### src/rtl/serial_rcv_bit_timer_if.sv
// Handshake/bus bundle between the rx front end and the receive bit timer.
interface serial_rcv_bit_timer_if #(
    parameter int unsigned DIV_WIDTH  = 32,
    parameter int unsigned BITS_WIDTH = 4
);
    logic                  enable;
    logic                  start;
    logic                  rx_sync;
    logic [DIV_WIDTH-1:0]  baud_div;
    logic [BITS_WIDTH-1:0] frame_bits;
    logic                  shift_strobe;
    logic                  packet_done;
    logic                  false_start;
    logic                  cfg_err;
    logic                  busy;
    logic [BITS_WIDTH-1:0] bit_index;

    // Master drives control and configuration and observes timing outputs.
    modport master (
        output enable, start, rx_sync, baud_div, frame_bits,
        input  shift_strobe, packet_done, false_start, cfg_err, busy, bit_index
    );

    // Slave is the bit timer itself.
    modport slave (
        input  enable, start, rx_sync, baud_div, frame_bits,
        output shift_strobe, packet_done, false_start, cfg_err, busy, bit_index
    );
endinterface

### src/rtl/serial_rcv_bit_timer.sv
// Receive bit-timing controller: start-bit centre check plus mid-bit shift
// strobes for a per-frame latched divisor and frame length.
module serial_rcv_bit_timer #(
    parameter int unsigned DIV_WIDTH  = 32,
    parameter int unsigned BITS_WIDTH = 4
) (
    input  logic                   clk,
    input  logic                   n_rst,
    serial_rcv_bit_timer_if.slave  bus
);

    localparam logic [DIV_WIDTH-1:0]  CNT_ONE = DIV_WIDTH'(1);
    localparam logic [DIV_WIDTH-1:0]  DIV_MIN = DIV_WIDTH'(2);
    localparam logic [BITS_WIDTH-1:0] IDX_ONE = BITS_WIDTH'(1);

    typedef enum logic [1:0] {
        IDLE       = 2'd0,
        START_HALF = 2'd1,
        BITS       = 2'd2
    } state_t;

    state_t                state_q, state_d;
    logic [DIV_WIDTH-1:0]  cnt_q, cnt_d;
    logic [DIV_WIDTH-1:0]  div_q, div_d;
    logic [BITS_WIDTH-1:0] bits_q, bits_d;
    logic [BITS_WIDTH-1:0] idx_q, idx_d;
    logic                  shift_q, shift_d;
    logic                  done_q, done_d;
    logic                  fs_q, fs_d;
    logic                  cfg_pend_q, cfg_pend_d;
    logic                  cfg_err_q, cfg_err_d;
    logic                  busy_q, busy_d;

    logic                  accept;
    logic [DIV_WIDTH-1:0]  half_m1;
    logic [DIV_WIDTH-1:0]  div_m1;
    logic [BITS_WIDTH-1:0] idx_inc;

    // State and output registers.
    always_ff @(posedge clk or negedge n_rst) begin
        if (!n_rst) begin
            state_q    <= IDLE;
            cnt_q      <= '0;
            div_q      <= '0;
            bits_q     <= '0;
            idx_q      <= '0;
            shift_q    <= 1'b0;
            done_q     <= 1'b0;
            fs_q       <= 1'b0;
            cfg_pend_q <= 1'b0;
            cfg_err_q  <= 1'b0;
            busy_q     <= 1'b0;
        end else begin
            state_q    <= state_d;
            cnt_q      <= cnt_d;
            div_q      <= div_d;
            bits_q     <= bits_d;
            idx_q      <= idx_d;
            shift_q    <= shift_d;
            done_q     <= done_d;
            fs_q       <= fs_d;
            cfg_pend_q <= cfg_pend_d;
            cfg_err_q  <= cfg_err_d;
            busy_q     <= busy_d;
        end
    end

    // Next-state, counter and strobe decode; enable=0 overrides everything.
    always_comb begin
        state_d    = state_q;
        cnt_d      = cnt_q;
        div_d      = div_q;
        bits_d     = bits_q;
        idx_d      = idx_q;
        shift_d    = 1'b0;
        done_d     = 1'b0;
        fs_d       = 1'b0;
        cfg_pend_d = 1'b0;
        // cfg_err and busy trail acceptance/state by one cycle
        cfg_err_d  = cfg_pend_q;
        busy_d     = (state_q != IDLE);
        accept     = 1'b0;
        half_m1    = (div_q >> 1) - CNT_ONE;
        div_m1     = div_q - CNT_ONE;
        idx_inc    = idx_q + IDX_ONE;

        case (state_q)
            IDLE: begin
                cnt_d = '0;
                idx_d = '0;
            end
            START_HALF: begin
                // bit_index from a back-to-back frame's last strobe clears here
                idx_d = '0;
                if (cnt_q == half_m1) begin
                    cnt_d = '0;
                    if (bus.rx_sync) begin
                        fs_d    = 1'b1;
                        state_d = IDLE;
                    end else begin
                        state_d = BITS;
                    end
                end else begin
                    cnt_d = cnt_q + CNT_ONE;
                end
            end
            BITS: begin
                if (cnt_q == div_m1) begin
                    cnt_d   = '0;
                    shift_d = 1'b1;
                    idx_d   = idx_inc;
                    if (idx_inc == bits_q) begin
                        done_d  = 1'b1;
                        state_d = IDLE;
                    end
                end else begin
                    cnt_d = cnt_q + CNT_ONE;
                end
            end
            default: begin
                state_d = IDLE;
                cnt_d   = '0;
                idx_d   = '0;
            end
        endcase

        // Start is taken when idle or on the final strobe of a frame.
        accept = bus.enable && bus.start && ((state_q == IDLE) || done_d);
        if (accept) begin
            div_d  = bus.baud_div;
            bits_d = bus.frame_bits;
            cnt_d  = '0;
            if ((bus.baud_div < DIV_MIN) || (bus.frame_bits == '0)) begin
                cfg_pend_d = 1'b1;
                state_d    = IDLE;
            end else begin
                state_d = START_HALF;
            end
        end

        if (!bus.enable) begin
            state_d = IDLE;
            cnt_d   = '0;
            idx_d   = '0;
            shift_d = 1'b0;
            done_d  = 1'b0;
            fs_d    = 1'b0;
        end
    end

    assign bus.shift_strobe = shift_q;
    assign bus.packet_done  = done_q;
    assign bus.false_start  = fs_q;
    assign bus.cfg_err      = cfg_err_q;
    assign bus.busy         = busy_q;
    assign bus.bit_index    = idx_q;

endmodule

### src/flat_wrapper.sv
// flat-port wrapper written by rule: the top's interface ports become plain ports
module serial_rcv_bit_timer_flat 
#(
    parameter int unsigned DIV_WIDTH  = 32,
    parameter int unsigned BITS_WIDTH = 4
)
  (clk, n_rst, bus_enable, bus_start, bus_rx_sync, bus_baud_div, bus_frame_bits, bus_shift_strobe, bus_packet_done, bus_false_start, bus_cfg_err, bus_busy, bus_bit_index);
  serial_rcv_bit_timer_if #(.DIV_WIDTH(DIV_WIDTH), .BITS_WIDTH(BITS_WIDTH)) bus_i ();
  input  logic clk;
  input  logic n_rst;
  input wire logic [$bits(bus_i.enable)-1:0] bus_enable;
  input wire logic [$bits(bus_i.start)-1:0] bus_start;
  input wire logic [$bits(bus_i.rx_sync)-1:0] bus_rx_sync;
  input wire logic [$bits(bus_i.baud_div)-1:0] bus_baud_div;
  input wire logic [$bits(bus_i.frame_bits)-1:0] bus_frame_bits;
  output wire logic [$bits(bus_i.shift_strobe)-1:0] bus_shift_strobe;
  output wire logic [$bits(bus_i.packet_done)-1:0] bus_packet_done;
  output wire logic [$bits(bus_i.false_start)-1:0] bus_false_start;
  output wire logic [$bits(bus_i.cfg_err)-1:0] bus_cfg_err;
  output wire logic [$bits(bus_i.busy)-1:0] bus_busy;
  output wire logic [$bits(bus_i.bit_index)-1:0] bus_bit_index;
  assign bus_i.enable = bus_enable;
  assign bus_i.start = bus_start;
  assign bus_i.rx_sync = bus_rx_sync;
  assign bus_i.baud_div = bus_baud_div;
  assign bus_i.frame_bits = bus_frame_bits;
  assign bus_shift_strobe = bus_i.shift_strobe;
  assign bus_packet_done = bus_i.packet_done;
  assign bus_false_start = bus_i.false_start;
  assign bus_cfg_err = bus_i.cfg_err;
  assign bus_busy = bus_i.busy;
  assign bus_bit_index = bus_i.bit_index;
  serial_rcv_bit_timer #(.DIV_WIDTH(DIV_WIDTH), .BITS_WIDTH(BITS_WIDTH)) u_core (.clk(clk), .n_rst(n_rst), .bus(bus_i));
endmodule
### config.mk
export PLATFORM = sky130hd
export DESIGN_NAME = serial_rcv_bit_timer_flat
export DESIGN_NICKNAME = d
export VERILOG_FILES = /design/src/rtl/serial_rcv_bit_timer_if.sv /design/src/rtl/serial_rcv_bit_timer.sv /design/src/flat_wrapper.sv
export SDC_FILE = /design/constraint.sdc
export NUM_CORES = 1
export LEC_CHECK = 0
export BUFFER_PORTS_ARGS = -buffer_cell sky130_fd_sc_hd__buf_2
export CAP_MARGIN = 5
export CORE_MARGIN = 1.5
export CORE_UTILIZATION = 45
export CTS_CLUSTER_DIAMETER = 100
export DETAILED_ROUTE_END_ITERATION = 6
export PLACE_DENSITY_LB_ADDON = 0.12
export SYNTH_ARGS = -nofsm -noshare
export SYNTH_HDL_FRONTEND = slang
export SYNTH_SLANG_ARGS = --single-unit
### constraint.sdc
create_clock -name clk -period 4.4 [get_ports clk]
set_input_delay 0.44 -clock clk [delete_from_list [all_inputs] [get_ports clk]]
set_output_delay 0.44 -clock clk [all_outputs]
set_load 0.02 [all_outputs]
==> results.yml <==
place:
  place_ws_ns: 0.568
  dpl.hpwl_um: 13500
  io_buffers: 49
  gp_congestion: 0.984
worst_setup_path:
  path_cells: "inv_1, ha_1, nor2b_1, nand3_2, or4b_1, a21oi_1, o211ai_1, nor4_4, a31o_2, buf_4, mux2_1"
  crit_type: "register to register"
  crit_path_end_kind: "register"
  cp.required_ns: 4.63
  slowest_delay_ns: 0.58
  critPathMaxFanout: 25
  crit_arrival_ns: 4.12
  worst-path-buf-inv: 2
  crit_slowest_cell: "or4b_1"
  critical-path-top-delay-family: "simple AND/OR/NAND/NOR gates"
  crit_path_start_kind: "register"
sta:
  worst_pin_slew_ns: 1.05
  hold_viol: 0
  finalCritPeriodShare_pct: 88.5
  finalWorstSetupSlack_ns: 0.507
  finalSetupViolations: 0
  slew_violations: 0
  period_needed_ns: 3.89
  finalSetupTns_ns: 0
  max_freq_ghz: 0.257
  grt_setup_unrepaired: "false"
  clock-skew-final_ns: 0.00810
  slew_headroom_pct: 30.0
route:
  routed_wl_um: 17600
  drcViolationCount: 0
  drt_iter0_drc: 513
  via_per_inst: 5.89
  firstDrtPassIters: 5
  num_vias: 5258
  drtAntennaViolNets: 0
  wire_per_inst_um: 19.7
layout:
  layout_commonest_cell: "dfrtp_1"
  layout_common_cells: "80 x dfrtp_1, 71 x nor2_1, 62 x xnor2_1"
  antenna_cells: 0
  fill_cells: 1290
  drive_above_1_share_pct: 15.4
  area_growth_syn_to_layout_pct: 9.15
  nNetsFinal: 759
logic_synthesis:
  avgSynthCellArea_um2: 9.02
  synth_edf_count: 0
  synth_flop_cell: "dfrtp_1"
  synthDistinctLibCells: 77
  netlist_area_um2: 6230
  yosys_warnings: 0
  ys_seq_area_share_pct: 32.1
  yosys_register_bits: 80
  syn-num-nets: 739
  synth_cells: 691
  synthArstFlopShare_pct: 100
clock_tree:
  holdBufCountCts: 0
  cts_tree: "yes"
  cts_resized: 0
  path_clk_slew_ns: 0.06
  root_buffer: "clkbuf_16"
  clock-sinks: 80
  cts_buffers: 9
  htree_levels: 3
  cts_setup_buffers: 0
  clock_latency_ns: 0.35
  clk_path_buf_depth: 2
pwr:
  clkPwrFrac_pct: 27.6
  power_leakage_nw: 2.63
  power.density_nw_per_um2: 376
  vdd_drop_max_mv: 0.261
  switchingPower_mw: 1.00
  p_comb_share_pct: 32.1
  swShare_pct: 39.1
  p_int_mw: 1.56
  p_seq_share_pct: 40.3
floorplanning:
  coreArea_um2: 13400
  die-area_um2: 14600
  pin_count: 50
  placement_rows: 42
  start_util_pct: 46.5
  die_w_um: 121
  die_h_um: 121
global_route:
  grt_max_degree: 81
  grt_util_all_layers_pct: 25.3
  antenna_found_initial: 1
  grt_first_pass_wirelength_um: 28300
  grt_pass1_vias: 5133
  overflow: 0
hold_path:
  min_path_type: "input port to asynchronous set/reset pin"
outcome:
  status: "completed"
flow_run:
  drv_cap: 0
==> path summary, 6_finish.rpt <==
check                                 start                 end  slack [ns]  depth (start not counted)
hold reg to reg            u_core.cfg_err_d  u_core.bus.cfg_err        0.36                          0
setup / recovery            u_core.div_q[2]    u_core.bits_q[2]        0.51                         11
max in group asynchronous             n_rst     u_core.div_q[0]        3.44                          1
hold / removal                        n_rst     u_core.cnt_q[4]        0.22                          1
setup reg to reg            u_core.div_q[2]    u_core.bits_q[2]        0.51                         11
min in group clk            bus_baud_div[0]     u_core.div_q[0]        0.31                          3
==> power by group through the flow <==
stage,registers [mW],logic [mW],clock network [mW]
after detailed placement,1.04,0.807,0
after floorplan,0.880,0.724,0
after CTS,1.03,0.815,0.729
after global routing,1.05,0.903,0.754
after global placement,1.04,0.797,0
final,1.03,0.822,0.706
==> stage by stage <==
step	hold WS, ns	instance area (µm²)	utilization, %	power (mW)	std cells
after detailed placement	0.344	6530	48.7	1.85	876
after CTS	0.302	6810	50.8	2.57	892
after global routing	0.322	6810	50.8	2.70	892
after global placement	0.338	6530	48.7	1.83	876
final	0.219	6810	50.8	2.56	892
after floorplan	0.144	6230	-	1.60	691
==> layout make-up <==
class / count / area [µm²] / area share (%)
flip-flops and latches: 80 / 2000 / 29.4
clock inverters: 6 / 45.0 / 0.662
well taps: 176 / 220 / 3.24
repair buffers: 63 / 353 / 5.18
clock buffers: 10 / 229 / 3.36
inverters: 21 / 78.8 / 1.16
multi-input cells: 536 / 3880 / 57.0
==> per-layer routing <==
layer  vias to the layer above  wire length, µm  share of wire [%]  GRT usage, %
met1                      2544             7780                 44          33.7
met4                         2              482                2.7          9.85
met5                         -               13              0.074             0
li1                       2504                -                  -             -
met2                       170             8340                 47          40.4
met3                        38              952                5.4          4.72
==> state kept, by name, summed over array words and instances (netlist names) <==
name / cells
u_core.cnt_q: 32
u_core.div_q: 32
u_core.bits_q: 4
u_core.bus.bit_index: 4
u_core.state_q: 2
u_core.bus.busy: 1
u_core.bus.cfg_err: 1
u_core.bus.false_start: 1
u_core.bus.packet_done: 1
u_core.bus.shift_strobe: 1
u_core.cfg_err_d: 1
==> cell families (layout without fill, tap and decap cells) <==
group                    after synthesis  count (layout)  synth area share (%)
AO/OA/AOI/OAI                         83              83                  9.93
XOR/XNOR                             117             117                  16.4
adder cells (fa/ha/maj)                7               7                  1.40
buffers and inverters                 75             100                  5.70
flip-flops                            80              80                  32.1
multiplexers                          34              34                  6.06
AND/OR/NAND/NOR                      295             295                  28.4
==> Yosys cell counts (all sizes together), types with 7 or more instances <==
cell | count | area, µm²
nand4 | 27 | 175
and3 | 13 | 81.3
o21ai | 21 | 105
or3 | 12 | 75.1
nand2b | 8 | 50.1
nand3 | 28 | 145
o211ai | 7 | 52.6
xor2 | 55 | 482
ha | 7 | 87.6
nor2b | 9 | 56.3
nor2 | 71 | 267
dfrtp | 80 | 2000
nor4 | 30 | 309
mux2 | 30 | 338
nor3 | 12 | 65.1
inv | 21 | 78.8
nand2 | 37 | 139
xnor2 | 62 | 543
buf | 24 | 163
or4 | 12 | 90.1
clkbuf | 30 | 114
Power figures use the tool's default switching activity.
